**src/rtl/pwm_monitor_pkg.sv**
```systemverilog
// pwm_monitor_pkg
// Shared types and default constants for the PWM monitor.
//   ch_state_t           : per-channel monitor state
//   PWM_CNT_W_DEF        : default counter / expected-value width
//   PWM_MIN_PULSES_DEF   : default number of consecutive good periods to pass
//   PWM_TIMEOUT_DEF      : default rising-edge timeout (timeout build only)
package pwm_monitor_pkg;

  localparam int unsigned PWM_CNT_W_DEF      = 17;
  localparam int unsigned PWM_MIN_PULSES_DEF = 3;
  localparam int unsigned PWM_TIMEOUT_DEF    = 65535;

  typedef enum logic [2:0] {
    CH_IDLE,
    CH_ARM,
    CH_MEASURE,
    CH_PASS,
    CH_FAIL
  } ch_state_t;

endpackage

```
**src/rtl/pwm_monitor_ch.sv**
```systemverilog
// pwm_monitor_ch
// Single-channel PWM checker: synchronizes one asynchronous PWM input,
// measures period and high time between synchronized rising edges and
// compares them against the expected values within +/- tol.
// Optional feature macro: PWM_MONITOR_TIMEOUT_EN (rising-edge timeout -> FAIL).
// Ports:
//   HCLK, HRESETn          : clock, synchronous active-low reset
//   pwm                    : asynchronous PWM input
//   start                  : single-cycle arm pulse
//   exp_period/exp_high/tol: expected values and allowed deviation
//   done/pass/fail         : status (sticky until start or reset)
//   meas_period/meas_high  : last captured measurements
module pwm_monitor_ch
  import pwm_monitor_pkg::*;
#(
  parameter int unsigned CNT_W      = PWM_CNT_W_DEF,
  parameter int unsigned MIN_PULSES = PWM_MIN_PULSES_DEF,
  parameter int unsigned TIMEOUT    = PWM_TIMEOUT_DEF
) (
  input  logic             HCLK,
  input  logic             HRESETn,
  input  logic             pwm,
  input  logic             start,
  input  logic [CNT_W-1:0] exp_period,
  input  logic [CNT_W-1:0] exp_high,
  input  logic [CNT_W-1:0] tol,
  output logic             done,
  output logic             pass,
  output logic             fail,
  output logic [CNT_W-1:0] meas_period,
  output logic [CNT_W-1:0] meas_high
);

  localparam int unsigned MATCH_W = $clog2(MIN_PULSES + 1);

  if (MIN_PULSES < 1 || TIMEOUT < 1) begin : g_bad_param
    $error("pwm_monitor_ch: MIN_PULSES and TIMEOUT must be >= 1");
  end

  ch_state_t          state_q, state_nxt;
  logic               sync1_q, sync2_q, sync_prev_q;
  logic               rise;
  logic [CNT_W-1:0]   period_cnt_q, high_cnt_q;
  logic [MATCH_W-1:0] match_cnt_q;
  logic               cap_ok, last_match;

`ifdef PWM_MONITOR_TIMEOUT_EN
  localparam int unsigned TO_W = $clog2(TIMEOUT + 1);
  logic [TO_W-1:0] to_cnt_q;
  logic            to_expire;
`endif

  // |a - b| <= t evaluated one bit wider so the difference never wraps.
  function automatic logic in_tol(input logic [CNT_W-1:0] a,
                                  input logic [CNT_W-1:0] b,
                                  input logic [CNT_W-1:0] t);
    logic [CNT_W:0] diff;
    if (a >= b) diff = {1'b0, a} - {1'b0, b};
    else        diff = {1'b0, b} - {1'b0, a};
    return diff <= {1'b0, t};
  endfunction

  assign rise = sync2_q & ~sync_prev_q;

  // A saturated counter means the true value is unknown, so it never matches.
  assign cap_ok = in_tol(period_cnt_q, exp_period, tol) &&
                  in_tol(high_cnt_q, exp_high, tol) &&
                  (period_cnt_q != '1) && (high_cnt_q != '1);

  assign last_match = (match_cnt_q == MATCH_W'(MIN_PULSES - 1));

`ifdef PWM_MONITOR_TIMEOUT_EN
  assign to_expire = !rise && (to_cnt_q == TO_W'(TIMEOUT - 1));
`endif

  always_ff @(posedge HCLK) begin
    if (!HRESETn) state_q <= CH_IDLE;
    else          state_q <= state_nxt;
  end

  always_comb begin
    state_nxt = state_q;
    if (start) begin
      state_nxt = CH_ARM;
    end else begin
      unique case (state_q)
        CH_IDLE: state_nxt = CH_IDLE;
        CH_ARM: begin
          if (rise) state_nxt = CH_MEASURE;
`ifdef PWM_MONITOR_TIMEOUT_EN
          else if (to_expire) state_nxt = CH_FAIL;
`endif
        end
        CH_MEASURE: begin
          if (rise) begin
            if (!cap_ok)         state_nxt = CH_FAIL;
            else if (last_match) state_nxt = CH_PASS;
          end
`ifdef PWM_MONITOR_TIMEOUT_EN
          else if (to_expire) state_nxt = CH_FAIL;
`endif
        end
        CH_PASS: state_nxt = CH_PASS;
        CH_FAIL: state_nxt = CH_FAIL;
        default: state_nxt = CH_IDLE;
      endcase
    end
  end

  always_ff @(posedge HCLK) begin
    if (!HRESETn) begin
      sync1_q      <= 1'b0;
      sync2_q      <= 1'b0;
      sync_prev_q  <= 1'b0;
      period_cnt_q <= '0;
      high_cnt_q   <= '0;
      match_cnt_q  <= '0;
      meas_period  <= '0;
      meas_high    <= '0;
`ifdef PWM_MONITOR_TIMEOUT_EN
      to_cnt_q     <= '0;
`endif
    end else begin
      sync1_q     <= pwm;
      sync2_q     <= sync1_q;
      sync_prev_q <= sync2_q;
      if (start) begin
        period_cnt_q <= '0;
        high_cnt_q   <= '0;
        match_cnt_q  <= '0;
        meas_period  <= '0;
        meas_high    <= '0;
`ifdef PWM_MONITOR_TIMEOUT_EN
        to_cnt_q     <= '0;
`endif
      end else if (state_q == CH_ARM || state_q == CH_MEASURE) begin
        if (rise) begin
          // The edge cycle itself is the first cycle of the new period.
          period_cnt_q <= CNT_W'(1);
          high_cnt_q   <= CNT_W'(1);
          if (state_q == CH_MEASURE) begin
            meas_period <= period_cnt_q;
            meas_high   <= high_cnt_q;
            if (cap_ok) match_cnt_q <= match_cnt_q + MATCH_W'(1);
          end
`ifdef PWM_MONITOR_TIMEOUT_EN
          to_cnt_q <= '0;
`endif
        end else begin
          if (period_cnt_q != '1) period_cnt_q <= period_cnt_q + CNT_W'(1);
          if (sync2_q && high_cnt_q != '1) high_cnt_q <= high_cnt_q + CNT_W'(1);
`ifdef PWM_MONITOR_TIMEOUT_EN
          to_cnt_q <= to_cnt_q + TO_W'(1);
`endif
        end
      end
    end
  end

  assign done = (state_q == CH_PASS) || (state_q == CH_FAIL);
  assign pass = (state_q == CH_PASS);
  assign fail = (state_q == CH_FAIL);

endmodule

```
**src/rtl/pwm_monitor.sv**
```systemverilog
// pwm_monitor
// Multi-channel PWM period / duty checker. One pwm_monitor_ch per channel;
// this level provides the readback mux and the all_pass summary.
// Optional feature macro: PWM_MONITOR_TIMEOUT_EN (rising-edge timeout -> FAIL).
// Ports:
//   HCLK, HRESETn           : clock, synchronous active-low reset
//   pwm[NUM_CH]             : asynchronous PWM inputs
//   start                   : single-cycle pulse arming all channels
//   exp_period/exp_high/tol : expected values, common to all channels
//   ch_sel                  : channel selected for measurement readback
//   done/pass/fail[NUM_CH]  : per-channel status
//   all_pass                : AND of all pass bits
//   meas_period/meas_high   : last captures of channel ch_sel
module pwm_monitor
  import pwm_monitor_pkg::*;
#(
  parameter int unsigned NUM_CH     = 4,
  parameter int unsigned CNT_W      = PWM_CNT_W_DEF,
  parameter int unsigned MIN_PULSES = PWM_MIN_PULSES_DEF,
  parameter int unsigned TIMEOUT    = PWM_TIMEOUT_DEF
) (
  input  logic                                          HCLK,
  input  logic                                          HRESETn,
  input  logic [NUM_CH-1:0]                             pwm,
  input  logic                                          start,
  input  logic [CNT_W-1:0]                              exp_period,
  input  logic [CNT_W-1:0]                              exp_high,
  input  logic [CNT_W-1:0]                              tol,
  input  logic [((NUM_CH > 1) ? $clog2(NUM_CH) : 1)-1:0] ch_sel,
  output logic [NUM_CH-1:0]                             done,
  output logic [NUM_CH-1:0]                             pass,
  output logic [NUM_CH-1:0]                             fail,
  output logic                                          all_pass,
  output logic [CNT_W-1:0]                              meas_period,
  output logic [CNT_W-1:0]                              meas_high
);

  localparam int unsigned SEL_W = (NUM_CH > 1) ? $clog2(NUM_CH) : 1;

  if (NUM_CH < 1 || NUM_CH > 16) begin : g_bad_num_ch
    $error("pwm_monitor: NUM_CH must be in 1..16");
  end

  logic [CNT_W-1:0] ch_period [NUM_CH];
  logic [CNT_W-1:0] ch_high   [NUM_CH];

  for (genvar i = 0; i < NUM_CH; i++) begin : g_ch
    pwm_monitor_ch #(
      .CNT_W      (CNT_W),
      .MIN_PULSES (MIN_PULSES),
      .TIMEOUT    (TIMEOUT)
    ) u_ch (
      .HCLK        (HCLK),
      .HRESETn     (HRESETn),
      .pwm         (pwm[i]),
      .start       (start),
      .exp_period  (exp_period),
      .exp_high    (exp_high),
      .tol         (tol),
      .done        (done[i]),
      .pass        (pass[i]),
      .fail        (fail[i]),
      .meas_period (ch_period[i]),
      .meas_high   (ch_high[i])
    );
  end

  assign all_pass = &pass;

  // Out-of-range selects (NUM_CH not a power of two) read back as zero.
  always_comb begin
    meas_period = '0;
    meas_high   = '0;
    for (int unsigned i = 0; i < NUM_CH; i++) begin
      if (ch_sel == SEL_W'(i)) begin
        meas_period = ch_period[i];
        meas_high   = ch_high[i];
      end
    end
  end

endmodule
```
**config.mk**
```make
export PLATFORM = sky130hd
export DESIGN_NAME = pwm_monitor
export DESIGN_NICKNAME = d
export VERILOG_FILES = /design/src/rtl/pwm_monitor_pkg.sv /design/src/rtl/pwm_monitor_ch.sv /design/src/rtl/pwm_monitor.sv
export SDC_FILE = /design/constraint.sdc
export NUM_CORES = 2
export LEC_CHECK = 0
export BUFFER_PORTS_ARGS = -buffer_cell sky130_fd_sc_hd__buf_4
export CORE_MARGIN = 2
export CORE_UTILIZATION = 65
export DETAILED_ROUTE_END_ITERATION = 12
export HOLD_SLACK_MARGIN = 0.15
export PLACE_DENSITY_LB_ADDON = 0.2
export SYNTH_ARGS = -nofsm -noshare
export SYNTH_HDL_FRONTEND = slang
export SYNTH_HIERARCHICAL = 1
export SYNTH_SLANG_ARGS = --single-unit
```
**constraint.sdc**
```tcl
create_clock -name HCLK -period 8 [get_ports HCLK]
set_clock_uncertainty 0.2 [all_clocks]
set_input_delay 2 -clock HCLK [delete_from_list [all_inputs] [get_ports HCLK]]
set_output_delay 2 -clock HCLK [all_outputs]
set_load 0.05 [all_outputs]
```
==> impl_results.md <==
- TritonCTS Sinks: 304
- Pre-CTS WS: 0.744 ns
- P&R area growth vs syn: 6.88%
- Via density: 6.27
- Max cap viols: 0
- Ys Warns: 6
- Pins Over Slew Limit: 0
- N_diodes: 0
- Area of the core: 45,600 µm²
- CTS tree: done
- Syn Nets: 4,375
- Non-Filler Instances: 4,487
- Mapped Area: 30,100 µm²
- Synth Register Bits: 304
- Unrepaired setup endpoints after global routing: no
- CTS Buf Count: 35
- Nets: 4,367
- Initial DRC Count: 2,533
- GP Congestion: 0.999
- CTS resizes: 0
- Min-Delay Path Class: flop to flop
- Most frequent cells in the layout: nand2_1, a21oi_1, ha_1
- Die W: 219 µm
- Power Density: 131 nW/µm²
- Worst EP arrival: 7.02 ns
- Post-CTS Hold Buffers: 0
- Asr flop ratio synth: 0%
- Rows: 78
- Post-CTS setup buffer count: 0
- Root buf cell: clkbuf_16
- Number of synthesized flops with an enable pin: 0
- Final period utilization: 84.6%
- Initial antenna violation count: 1
- Routed Wire Length: 94.1 mm
- Largest net degree at the start of global routing: 44
- Worst Tran Pin Value: 1.08 ns
- Worst-path clk slew: 0.06 ns
- Most common cell after layout, fill and taps aside: nand2_1
- First drt pass iteration count: 8
- Finish-stage setup viols: 0
- Global-route wire length before repair: 143 mm
- Vias in the first global route: 26,151
- # DRC: 0
- Register area share after synthesis: 20.2%
- Crit path max fanout: 25
- Final worst slack: 1.23 ns
- Peak Freq: 148 MHz
- Sequential share of power: 36.2%
- Max clock buf depth: 3
- Port bufs: 106
- Switch Pwr: 1.27 mW
- Initial core utilization: 66.1%
- Gate power share: 21.1%
- Status: finished, final reports clean
- Deepest level of the CTS H-tree: 2
- Die Height: 219 µm
- Leakage: 13.9 nW
- Final Core Density: 70.6%
- WL per Instance: 21.0 µm
- Crit. End Element: flop
- Internal Power: 2.95 mW
- Via count: 28,112
- Total GRT Usage: 38.2%
- Power share of the clock group: 42.7%
- Worst-Skew Late Latency: 0.56 ns
- Switch share: 30.0%
- Setup TNS: 0 ns
- Tmin final: 6.77 ns
- Cells after DPL: 4,426
- Overall Power: 4.22 mW
- Total grt overflow: 0
- Max IR drop VDD: 180 µV
- Share of layout cells above drive strength 1: 9.00%
- Mapped Cells: 3,871
- Crit path kind: input port to flop
- Dominant synthesized flop cell: dfxtp_1
- Fin. Hold Viols: 0
- I/O pins: 107
- Syn_area_per_cell: 7.78 µm²
- HPWL Detailed: 75.2 mm
- Worst EP required: 8.25 ns
- Relative slew slack: 28.3%
- Post-synth cell types: 102
- Die Area: 48,100 µm²
- Antenna Nets Post-Route: 0
- Crit start category: input port
worst max-delay path: stages:
cell and delay [ns]:
buf_4 0.18, inv_1 0.13, ha_1 0.47, a21oi_4 0.18, o21ai_2 0.08, o31a_1 0.33, o211ai_2 0.21, nor2b_4 0.61
mux2_4 0.37, a211oi_1 0.22, a21oi_1 0.11, xor2_1 0.17, ha_1 0.31, nand2_1 0.06, nor4_1 0.45, nand2_1 0.11
o211ai_1 0.11, nand4_1 0.23, nor3_2 0.27, mux2_2 0.38
synth_stat cells, types with 9 or more instances:
master,n,area (µm²)
and4_1,12,105
a211oi_1,26,195
nand2b_1,40,250
mux2_2,28,315
o31a_1,9,78.8
xnor2_1,179,1570
a221oi_1,16,140
dfxtp_1,304,6090
buf_6,16,180
o31ai_1,10,75.1
xor2_1,50,438
mux4_2,30,676
and3_1,26,163
and2_1,25,156
o221ai_1,16,140
mux2i_1,53,531
or3_1,20,125
buf_4,14,105
inv_1,422,1580
nand2_1,457,1720
clkbuf_1,76,285
o211ai_1,25,188
nand4_1,69,432
nor3_1,65,325
o21a_1,25,188
nand3_1,97,485
nor2_1,251,942
nor4_1,24,150
o21ai_0,117,586
ha_1,428,5360
a31oi_1,26,163
o22ai_1,10,62.6
a21o_1,137,1030
buf_2,56,280
fa_1,16,320
nor2b_1,33,206
o21bai_1,38,285
a21oi_1,441,2210
flip-flops by register name, summed over array words and instances, names as in the netlist:
register                flops
g_ch.u_ch/sync2_q           4
g_ch.u_ch/high_cnt_q       68
g_ch.u_ch/state_q          12
g_ch.u_ch/sync_prev_q       4
g_ch.u_ch/meas_period      68
g_ch.u_ch/period_cnt_q     68
g_ch.u_ch/match_cnt_q       8
g_ch.u_ch/meas_high        68
g_ch.u_ch/sync1_q           4
layer usage:
metal	GRT usage [%]	share of wire [%]	wire (µm)
met4	14.8	3.7	3450
met1	49.9	42	39400
met5	0	0.0085	8
met3	7.65	9.3	8790
met2	62.0	45	42400
logic make-up after synthesis:
kind of cell             share of synthesized area, %
adder cells (fa/ha/maj)                          18.8
multiplexers                                     5.73
AO/OA/AOI/OAI                                    22.1
buffers and inverters                            8.41
flip-flops                                       20.2
AND/OR/NAND/NOR                                  18.1
XOR/XNOR                                         6.66
stage by stage:
| stage | hold slack, ns | cell area [µm²] |
|---|---|---|
| 2_1_floorplan | 0.212 | 30100 |
| 3_3_place_gp | 0.226 | 30900 |
| 3_5_place_dp | 0.228 | 30900 |
| 4_1_cts | 0.238 | 32200 |
| 5_1_grt | 0.256 | 32200 |
| 6_report | 0.237 | 32200 |
worst paths after layout:
check                                   from  cells after the start  slack, ns                          end
setup / recovery               exp_period[5]                     20       1.23  g_ch[0].u_ch/match_cnt_q[0]
hold / removal          g_ch[3].u_ch/sync1_q                      1       0.24         g_ch[3].u_ch/sync2_q
setup reg to reg  g_ch[0].u_ch/high_cnt_q[0]                     23       2.32  g_ch[0].u_ch/match_cnt_q[0]
hold reg to reg         g_ch[3].u_ch/sync1_q                      1       0.24         g_ch[3].u_ch/sync2_q
power by group through the flow:
stage | logic (mW) | clock network (mW) | registers, mW
after CTS | 0.871 | 1.82 | 1.53
after global placement | 0.858 | 0 | 1.56
after detailed placement | 0.864 | 0 | 1.56
after global routing | 0.974 | 1.87 | 1.53
final | 0.891 | 1.80 | 1.53
after floorplan | 0.621 | 0 | 1.56
layout make-up:
cell class,instances,area [µm²]
inverter,422,1580
multi-input combinational,2974,21600
timing repair buffer,126,946
clock inverter,17,262
sequential,304,6090
tap,600,751
fill,3873,13400
clock buffer,44,1010
(Power assumes the default switching activity.)
